## config.mk

```make
export PLATFORM = sky130hd
export DESIGN_NAME = ima_adpcm_dec_seq
export DESIGN_NICKNAME = d
export VERILOG_FILES = /design/src/rtl/ima_adpcm_dec_seq.sv
export SDC_FILE = /design/constraint.sdc
export NUM_CORES = 1
export LEC_CHECK = 0
export BUFFER_PORTS_ARGS = -buffer_cell sky130_fd_sc_hd__clkbuf_2
export CAP_MARGIN = 20
export CORE_AREA = 2 2 79 81
export DETAILED_ROUTE_END_ITERATION = 6
export DIE_AREA = 0 0 81 83
export PLACE_DENSITY = 0.62
export SYNTH_ARGS = -nofsm -noshare
export SYNTH_HDL_FRONTEND = slang
export SYNTH_SLANG_ARGS = --single-unit
```

## constraint.sdc

```tcl
create_clock -name clock -period 1.7 [get_ports clock]
set_clock_uncertainty 0.1 [all_clocks]
set_input_delay 0.17 -clock clock [delete_from_list [all_inputs] [get_ports clock]]
set_output_delay 0.17 -clock clock [all_outputs]
set_load 0.02 [all_outputs]
```

## src/rtl/ima_adpcm_dec_seq.sv

```systemverilog
// Block sequencer for the IMA ADPCM decoder: parses each block header into a
// decoder state load, then streams payload nibbles (low first) paced by decReady.
module ima_adpcm_dec_seq #(
  parameter int unsigned BLOCK_BYTES = 256
) (
  input  logic        clock,
  input  logic        reset,
  input  logic [7:0]  inData,
  input  logic        inValid,
  output logic        inReady,
  input  logic        inFlush,
  output logic [3:0]  decPCM,
  output logic        decValid,
  input  logic        decReady,
  output logic [15:0] decPredictSamp,
  output logic [6:0]  decStepIndex,
  output logic        decStateLoad,
  output logic        blockStart,
  output logic        blockDone,
  output logic        hdrError
);

  localparam int unsigned CNT_W    = $clog2(BLOCK_BYTES);
  localparam int unsigned LAST_IDX = BLOCK_BYTES - 5;
  localparam logic [7:0]  MAX_STEP = 8'd88;

  typedef enum logic [2:0] {HDR0, HDR1, HDR2, HDR3, LOAD, SETTLE, DATA} stateT;

  stateT            state;
  stateT            nextState;
  logic [7:0]       dataByte;
  logic             dataFull;
  logic             phaseHi;
  logic [CNT_W-1:0] payCnt;
  logic             stepErr;

  logic accept;
  logic issue;
  logic issueHi;
  logic lastIssue;

  assign accept    = inValid & inReady;
  assign issue     = (state == DATA) & dataFull & decReady & ~inFlush;
  assign issueHi   = issue & phaseHi;
  assign lastIssue = issueHi & (payCnt == CNT_W'(LAST_IDX));

  // State register
  always_ff @(posedge clock or negedge reset) begin
    if (!reset) state <= HDR0;
    else        state <= nextState;
  end

  // Next-state logic
  always_comb begin
    nextState = state;
    if (inFlush) begin
      nextState = HDR0;
    end else begin
      case (state)
        HDR0:    if (accept) nextState = HDR1;
        HDR1:    if (accept) nextState = HDR2;
        HDR2:    if (accept) nextState = HDR3;
        HDR3:    if (accept) nextState = LOAD;
        LOAD:    nextState = SETTLE;
        SETTLE:  nextState = DATA;
        DATA:    if (lastIssue) nextState = HDR0;
        default: nextState = HDR0;
      endcase
    end
  end

  // Output logic; a flush cycle silences every strobe and blocks input
  always_comb begin
    inReady      = 1'b0;
    decValid     = 1'b0;
    decPCM       = 4'd0;
    decStateLoad = 1'b0;
    blockStart   = 1'b0;
    blockDone    = 1'b0;
    hdrError     = 1'b0;
    if (!inFlush) begin
      case (state)
        HDR0, HDR1, HDR2, HDR3: inReady = 1'b1;
        LOAD: begin
          decStateLoad = 1'b1;
          blockStart   = 1'b1;
          hdrError     = stepErr;
        end
        DATA: begin
          inReady   = (~dataFull | (phaseHi & dataFull & decReady)) & ~lastIssue;
          decValid  = issue;
          blockDone = lastIssue;
          if (issue) decPCM = phaseHi ? dataByte[7:4] : dataByte[3:0];
        end
        default: ;
      endcase
    end
  end

  // Header capture, payload buffer, nibble phase and payload counter
  always_ff @(posedge clock or negedge reset) begin
    if (!reset) begin
      decPredictSamp <= 16'd0;
      decStepIndex   <= 7'd0;
      stepErr        <= 1'b0;
      dataByte       <= 8'd0;
      dataFull       <= 1'b0;
      phaseHi        <= 1'b0;
      payCnt         <= '0;
    end else if (inFlush) begin
      dataFull <= 1'b0;
      phaseHi  <= 1'b0;
      payCnt   <= '0;
    end else begin
      case (state)
        HDR0: if (accept) decPredictSamp[7:0]  <= inData;
        HDR1: if (accept) decPredictSamp[15:8] <= inData;
        HDR2: if (accept) begin
          decStepIndex <= (inData > MAX_STEP) ? 7'd88 : inData[6:0];
          stepErr      <= (inData > MAX_STEP);
        end
        SETTLE: begin
          dataFull <= 1'b0;
          phaseHi  <= 1'b0;
          payCnt   <= '0;
        end
        DATA: begin
          if (issue) begin
            phaseHi <= ~phaseHi;
            if (phaseHi) payCnt <= payCnt + CNT_W'(1);
          end
          // A byte landing on the HI issue cycle refills the buffer seamlessly
          if (accept) begin
            dataByte <= inData;
            dataFull <= 1'b1;
          end else if (issueHi) begin
            dataFull <= 1'b0;
          end
        end
        default: ;
      endcase
    end
  end

endmodule

```

# Word-level counts from Yosys, hierarchy flattened

Cells that the tools add are included.

Memory bits (writable): 0
Bits in registers: 45
Bits in latches: 0
Output and inout bits: 33
Memory bits (read-only): 0
Word-level logic and storage cells: 84
Memories kept: 0
Input bits: 13

Divide/modulo/power cells: 0
Reduce and logical (&&, ||, !) cells: 11
Shift operators: 0
Bitwise operators: 14
$mul: 0
Equality and inequality tests: 15
Add/subtract/negate cells: 1
Mux-type cells: 33
$lt $le $gt $ge: 1

Operator list:

| operator                                           | count |
|---|---|
| two-way mux 8 bit                                  | 3 |
| != test 3 bit, second input constant               | 7 |
| one-hot mux 3 bit (7 select lines)                 | 1 |
| two-way mux 3 bit                                  | 6 |
| two-way mux 4 bit                                  | 4 |
| one-hot mux 8 bit (2 select lines)                 | 1 |
| AND reduction 3 bit                                | 5 |
| two-way mux 1 bit                                  | 14 |
| AND 1 bit                                          | 9 |
| == test 3 bit, second input constant               | 3 |
| adder 8 x 1 -> 8 bit, second input constant        | 1 |
| == test 8 bit, second input constant               | 1 |
| > comparator 8 x 7 -> 1 bit, second input constant | 1 |
| two-way mux 7 bit                                  | 1 |
| == test 3 x 2 -> 1 bit, second input constant      | 2 |
| one-hot mux 1 bit (2 select lines)                 | 3 |
| AND reduction 5 bit                                | 1 |
| != test 4 bit, second input constant               | 1 |
| inverter 1 bit                                     | 4 |
| AND reduction 2 bit                                | 2 |
| OR reduction 4 bit                                 | 1 |
| == test 3 x 1 -> 1 bit, second input constant      | 1 |
| zero test 3 bit                                    | 1 |
| nonzero test 3 bit                                 | 1 |
| bitwise OR 1 bit                                   | 1 |

# Depth between registers and ports, before layout

Gate-level depths: netlist of the first run.

Word-level depth: 14
Depth in mapped cells: 6
Gate-level depth less buffers: 5

# Least setup slack after synthesis of the first run

Ideal clock, no wire load.

Kind: register -> output
Start point: register payCnt[0]
End point: output inReady
Path buffers: 0
Path slack: -87 ps
Required time: 1430 ps
Data arrival time: 1517 ps
Cell stages (with the launch flop): 6
Path through: dfrtp_1 ha_1 nand3_1 nor4_4 a211o_1 a21oi_1

Longest elaborated chain between the ends: 6

Ends and longest elaborated chain:

| element                            | line | source |
|---|---|---|
| start: declaration                 | 34   | `logic [CNT_W-1:0] payCnt;` |
| start signal: assignment           | 130  | `if (phaseHi) payCnt <= payCnt + CNT_W'(1);` |
| == test 8 bit                      | 45   | `assign lastIssue = issueHi & (payCnt == CNT_W'(LAST_IDX));` |
| AND 1 bit                          | 45   |  |
| inverter 1 bit                     | 90   | `inReady = (~dataFull \| (phaseHi & dataFull & decReady)) & ~lastIssue;` |
| AND 1 bit                          | 90   |  |
| one-hot mux 1 bit (2 select lines) | 82   | `case (state)` |
| two-way mux 1 bit                  | 81   | `if (!inFlush) begin` |
| end: declaration                   | 10   | `output logic inReady,` |

Every way passes these cells.

# Final worst setup path of the first run

Start point: register state[0]
End point: output inReady

Longest elaborated chain between the ends: 10
Elaborated cells on any way between the ends: 15
Classes of those cells: 4 x eq/ne; 2 x mux; 7 x bitwise; 2 x reduce/logical

Ends and longest elaborated chain:

| element                              | line   | source |
|---|---|---|
| start: declaration                   | 29     | `stateT state;` |
| start signal: assignment             | 50     | `else state <= nextState;` |
| == test 3 bit                        | 43, 82 |  |
| AND 1 bit (3 in series)              | 43     | `assign issue = (state == DATA) & dataFull & decReady & ~inFlush;` |
| AND 1 bit                            | 44     | `assign issueHi = issue & phaseHi;` |
| AND 1 bit                            | 45     |  |
| inverter 1 bit                       | 90     |  |
| AND 1 bit                            | 90     |  |
| one-hot mux 1 bit (2 select lines) * | 82     |  |
| two-way mux 1 bit *                  | 81     |  |

Every way passes the cells marked *; elsewhere a longest branch is shown, timed or not.

==> results.yml, run 1 <==
synthesis:
  avgSynthCellArea_um2: 11.30
  synth_edf_count: 0
  synth-seq-cells: 45
  ys_seq_area_frac: 0.5217
  yosys_most_used_dff: "dfrtp_1"
  mappedNetlistArea_um2: 2158
  syn_nets: 205
  syn_inst: 191
  async_flop_share: 1.000
  ys_warn_count: 0
  yosysUniqueCellTypes: 46
grt:
  track_usage: 0.1654
  grt_pass1_wl_mm: 8.680
  antenna_found_initial: 0
  grt-ovfl-total: 0
  grt_max_degree: 46
  grt_pass1_vias: 1768
floorplan:
  die_area_um2: 6723
  initial_utilization: 0.3711
  ios: 46
  placement_rows: 28
  die_y_um: 83
  die-width_um: 81
  coreArea_um2: 5816
timing:
  whs_ns: 0.07389
  fin_crit_ns: 1.907
  drv_slew: 0
  rsz0062_at_grt: "true"
  tightest_slew_ns: 0.5649
  fmaxAchievable_mhz: 524.3
  max_slew_margin: 0.6234
  fin_crit_sh: 1.122
  timing.final.hold_violations: 0
  setup_ws_ns: -0.2073
  setup_viol: 21
power:
  power_mw: 3.026
  ir_drop_mv: 0.7131
  p_leak_nw: 1.429
  power_density_nw_per_um2: 955.4
worst_setup_path:
  crit_buf_inv: 1
  cp_cell_sequence: "nand4bb_4 -> nor4_4 -> a211o_1 -> a21oi_2 -> clkbuf_8"
  path_class: "reg -> out"
  crit_family: "simple AND/OR/NAND/NOR gates"
  cp_slowest_cell: "dfrtp_2"
  cp-start-kind: "flop"
  critical_path_arrival_ns: 1.64
  crit_required_ns: 1.43
  end_kind: "output port"
  worstPathMaxFanout: 6
  max_stage_delay_ns: 0.44
flow_run:
  maxCapViolCount: 0
finish:
  multi_input_area_um2: 1165
  mostFrequentLayoutCell: "dfrtp_1"
  area_growth_pct: 46.72
  n_fill_cell: 538
  antenna_cells: 0
  final_cell_mix: "dfrtp_1 (40), clkbuf_2 (35), buf_4 (35), mux2_2 (23), buf_6 (15)"
  seqCellArea_um2: 1132
  fin_cells: 355
  finalNetCount: 294
  drive_gt1_frac: 0.5643
placement:
  gp_congestion: 0.8602
  dp_slack_ns: -0.05914
  place_inst: 329
  hpwl_mm: 3.748
  io_buffers: 45
drt:
  drc: 0
  num_vias: 1874
  viasPerCell: 5.279
  wirelength_mm: 5.792
  dr.pass1.iters: 4
  ant_nets: 0
  post_drt_wl_per_cell_um: 16.32
  drt_first_iter_violations: 135
clock_tree:
  cts_max_path_buffers: 2
  tritoncts: "built"
  clk_latency_ns: 0.30
  h-tree-depth: 2
  path_clk_slew_ns: 0.09
  cts_buffers: 5
  cts_root_buffer: "clkbuf_8"
  cts_num_sinks: 45
run_status:
  status: "finished, violations left"
  violations: "setup timing"
hold_path:
  hp-class: "in -> reg"
-- through the flow --
stage	utilization	instance area, µm²	setup TNS, ns
2_1_floorplan	-	2167	0
3_3_place_gp	0.4542	2641	-0.1649
3_5_place_dp	0.4542	2641	-0.4515
4_1_cts	0.4905	2853	-1.451
5_1_grt	0.5445	3167	-3.364
6_report	0.5445	3167	-1.699
-- power breakdown --
part	internal (mW)	switching (mW)
registers	1.29	0.125
clock network	0.284	0.379
logic	0.420	0.528
-- synthesized netlist by cell type (2+ instances only) --
master	n	area share
dfrtp_1	45	0.52
mux2_2	24	0.13
nor2_1	15	0.026
nand2_1	12	0.021
inv_1	8	0.014
o21ai_0	8	0.019
a21oi_1	7	0.016
nand3_1	7	0.016
buf_2	5	0.012
nand2b_1	5	0.014
a22o_1	4	0.016
mux2i_1	4	0.019
nor4_1	4	0.012
and2_1	3	0.0087
xnor2_1	3	0.012
a31oi_1	2	0.0058
and3_1	2	0.0058
clkbuf_1	2	0.0035
nand4_1	2	0.0058
nor3_1	2	0.0046
o31ai_1	2	0.0070
-- worst paths after layout --
path / to / start / cells past startpoint / slack, ns
worst min register to register: decStepIndex[6]$_DFFE_PN0P_ / decStepIndex[6]$_DFFE_PN0P_ / 2 / 0.40
worst max-delay path: inReady / state[0]$_DFFE_PN0P_ / 5 / -0.21
max in group asynchronous: state[2]$_DFFE_PN0P_ / reset / 3 / 0.70
worst max register to register: payCnt[7]$_DFFE_PN0P_ / state[1]$_DFFE_PN0P_ / 7 / -0.12
worst min-delay path: decStepIndex[0]$_DFFE_PN0P_ / inData[0] / 2 / 0.07
min in group asynchronous: payCnt[3]$_DFFE_PN0P_ / reset / 3 / 0.38
-- metal layers --
metal,up-vias,global-route usage,wire (µm)
met1,931,0.2334,2544
met5,-,0,0
met4,0,0.04622,95
li1,866,-,-
met2,64,0.2539,2865
met3,13,0.03696,287
-- flip-flops by register name, summed over array words and instances (netlist names) --
name,flops
stepErr,1
state,3
dataFull,1
decPredictSamp,16
dataByte,8
payCnt,8
phaseHi,1
decStepIndex,7
-- cell type report --
type	count	share of cell area
Clock buffer	5	0.02173
Clock inverter	2	0.005136
Inverter	8	0.009482
Sequential cell	45	0.3576
Tap cell	75	0.02963
Multi-Input combinational cell	131	0.3678
Timing Repair Buffer	89	0.2086
-- repair_timing --
action,in CTS,in global routing
pin swaps,4,22
gates resized for setup,21,62
setup endpoints to repair,16,38
buffers inserted,6,13
hold buffers,1,0
gates cloned,0,1
hold endpoints to repair,45,0
-- kinds of logic (layout without fill, tap and decap cells) --
kind of cell | Yosys count | in the layout | synth area share
flops | 45 | 45 | 0.5217
fa+ha+maj | 1 | 1 | 0.005796
buf+inv | 16 | 104 | 0.03247
mux | 28 | 28 | 0.1438
simple gates | 64 | 64 | 0.1699
xor+xnor | 4 | 4 | 0.01623
compound gates | 33 | 34 | 0.1101
-- worst reg2reg max path, cell delays in order (launching register included) --
cell and delay, ns:
dfrtp_2 0.49, buf_6 0.14, buf_6 0.11, buf_6 0.11
and3b_2 0.21, a221oi_4 0.32, o31a_1 0.16, o32ai_1 0.07
(Power assumes the default switching activity.)
==> run 2: changes to the inputs <==
--- a/config.mk
+++ b/config.mk
@@ -11,6 +11,7 @@
 export DETAILED_ROUTE_END_ITERATION = 6
 export DIE_AREA = 0 0 81 83
 export PLACE_DENSITY = 0.62
+export RECOVER_POWER = 100
 export SYNTH_ARGS = -nofsm -noshare
 export SYNTH_HDL_FRONTEND = slang
 export SYNTH_SLANG_ARGS = --single-unit
==> run 2 against run 1 <==
- the run still ends with setup timing left
- global-route usage stayed put
- critical path type unchanged
- hold slack better by 0.0049 ns
- first-iteration DRC count shrank 16%
- routed wire length is essentially flat
- non-clock buffer count did not move
- die area unchanged
- via count down 1.2%
- clock power hardly changed
- design area fell by 0.99%
==> results.yml, run 2 (same netlist as run 1, synthesis figures left out) <==
run_status:
  status: "finished, violations left"
  violations: "setup timing"
drt:
  dr.pass1.iters: 4
  wirelength_mm: 5.788
  drt_first_iter_violations: 114
  viasPerCell: 5.217
  drc: 0
  ant_nets: 0
  post_drt_wl_per_cell_um: 16.30
  num_vias: 1852
timing:
  drv_slew: 0
  fin_crit_sh: 1.122
  tightest_slew_ns: 1.095
  setup_tns_ns: -1.705
  fin_crit_ns: 1.907
  timing.final.hold_violations: 0
  max_slew_margin: 0.2701
  fmaxAchievable_mhz: 524.2
  setup_viol: 23
  setup_ws_ns: -0.2075
  rsz0062_at_grt: "true"
floorplan:
  coreArea_um2: 5816
  die-width_um: 81
  placement_rows: 28
  initial_utilization: 0.3711
  die_y_um: 83
  die_area_um2: 6723
  ios: 46
hold_path:
  hp-class: "in -> reg"
  min_path_cells: 2
  whs_endpoint: "decStepIndex[0]$_DFFE_PN0P_"
  hp-start: "inData[0]"
clock_tree:
  cts_num_sinks: 45
  cts_buffers: 5
  tritoncts: "built"
  path_clk_slew_ns: 0.09
  cts_root_buffer: "clkbuf_8"
  cts_max_path_buffers: 2
  h-tree-depth: 2
  clk_latency_ns: 0.30
placement:
  hpwl_mm: 3.748
  postPlaceCellArea_um2: 2641
  io_buffers: 45
  gp_congestion: 0.8602
finish:
  finalNetCount: 294
  stdcell_area_um2: 3136
  multi_input_area_um2: 1165
  largest_reg_flops: 16
  area_growth_pct: 45.28
  reg.largest.list: "decPredictSamp x16, dataByte x8, payCnt x8"
  n_fill_cell: 549
  top_register: "decPredictSamp"
  mostFrequentLayoutCell: "dfrtp_1"
  final_cell_mix: "dfrtp_1 (40), buf_4 (34), mux2_2 (23), clkbuf_1 (23), buf_6 (15)"
  drive_gt1_frac: 0.4821
  antenna_cells: 0
  seqCellArea_um2: 1132
worst_setup_path:
  end_kind: "output port"
  r2r_start: "state[1]$_DFFE_PN0P_"
  worstSetupStartpoint: "state[0]$_DFFE_PN0P_"
  path_class: "reg -> out"
  cp-start-kind: "flop"
  rrSetupSlack_ns: -0.12
  crit_required_ns: 1.43
  worstPathMaxFanout: 6
  reg2reg_to: "payCnt[7]$_DFFE_PN0P_"
  critical_path_arrival_ns: 1.64
  r2r_cells: 7
power:
  p_leak_nw: 1.358
  power_mw: 2.979
  ir_drop_mv: 0.6927
  power_density_nw_per_um2: 950.0
grt:
  grt_max_degree: 46
  antenna_found_initial: 0
  grt-ovfl-total: 0
  grt_pass1_wl_mm: 8.680
  track_usage: 0.1654
  grt_pass1_vias: 1768
flow_run:
  maxCapViolCount: 0
run 2: cell types whose count changed in the layout (fill, tap and decap cells not counted):
cell,before,now
clkbuf_1,0,23
clkbuf_2,35,13
buf_4,35,34
run 2: layout make-up:
type,instances,share of cell area
clock buffers,5,0.02195
flip-flops and latches,45,0.3611
multi-input cells,131,0.3715
inverters,8,0.009577
clock inverters,2,0.005188
repair buffers,89,0.2007
well taps,75,0.02993
run 2: through the flow:
step           setup slack, ns  utilization  instances  hold WS (ns)
2_1_floorplan         0.009480            -        191       -0.2256
3_3_place_gp          -0.02133       0.4542        329        0.1945
3_5_place_dp          -0.05914       0.4542        329        0.1846
4_1_cts                -0.2190       0.4905        343       0.07508
5_1_grt                -0.2721       0.5392        355       0.07367
6_report               -0.2075       0.5392        355       0.07874
run 2: worst max-delay path, stage by stage (launching register included):
cell	delay [ns]
dfrtp_2	0.44
nand4bb_4	0.23
nor4_4	0.31
a211o_1	0.15
a21oi_2	0.06
clkbuf_8	0.14
run 2: worst max-delay path by stage:
stage / to / cells after the start
detailed placement: dataByte[4]$_DFFE_PN0P_ / 4
finish: inReady / 5
CTS: inReady / 5
global placement: dataByte[0]$_DFFE_PN0P_ / 4
floorplan: dataByte[0]$_DFFE_PN0P_ / 5
global route: inReady / 5
run 2: power by group:
part	total, mW	switching, mW	internal, mW
sequential	1.41	0.124	1.29
combinational	0.899	0.529	0.371
clock	0.665	0.381	0.284
total	2.98	1.03	1.95
run 2: per-layer routing:
layer,track usage,wire length [µm],part of all wire
met1,0.2334,2524,0.44
met2,0.2539,2885,0.50
met3,0.03696,301,0.052
met4,0.04622,76,0.013
met5,0,0,0
run 2: timing repair:
item | CTS | global route
endpoints found under the setup margin | 16 | 38
buffers inserted | 6 | 13
hold endpoints to repair | 45 | 0
hold buffers | 1 | 0
gates cloned | 0 | 1
pin swaps | 4 | 22
gates resized for setup | 21 | 62
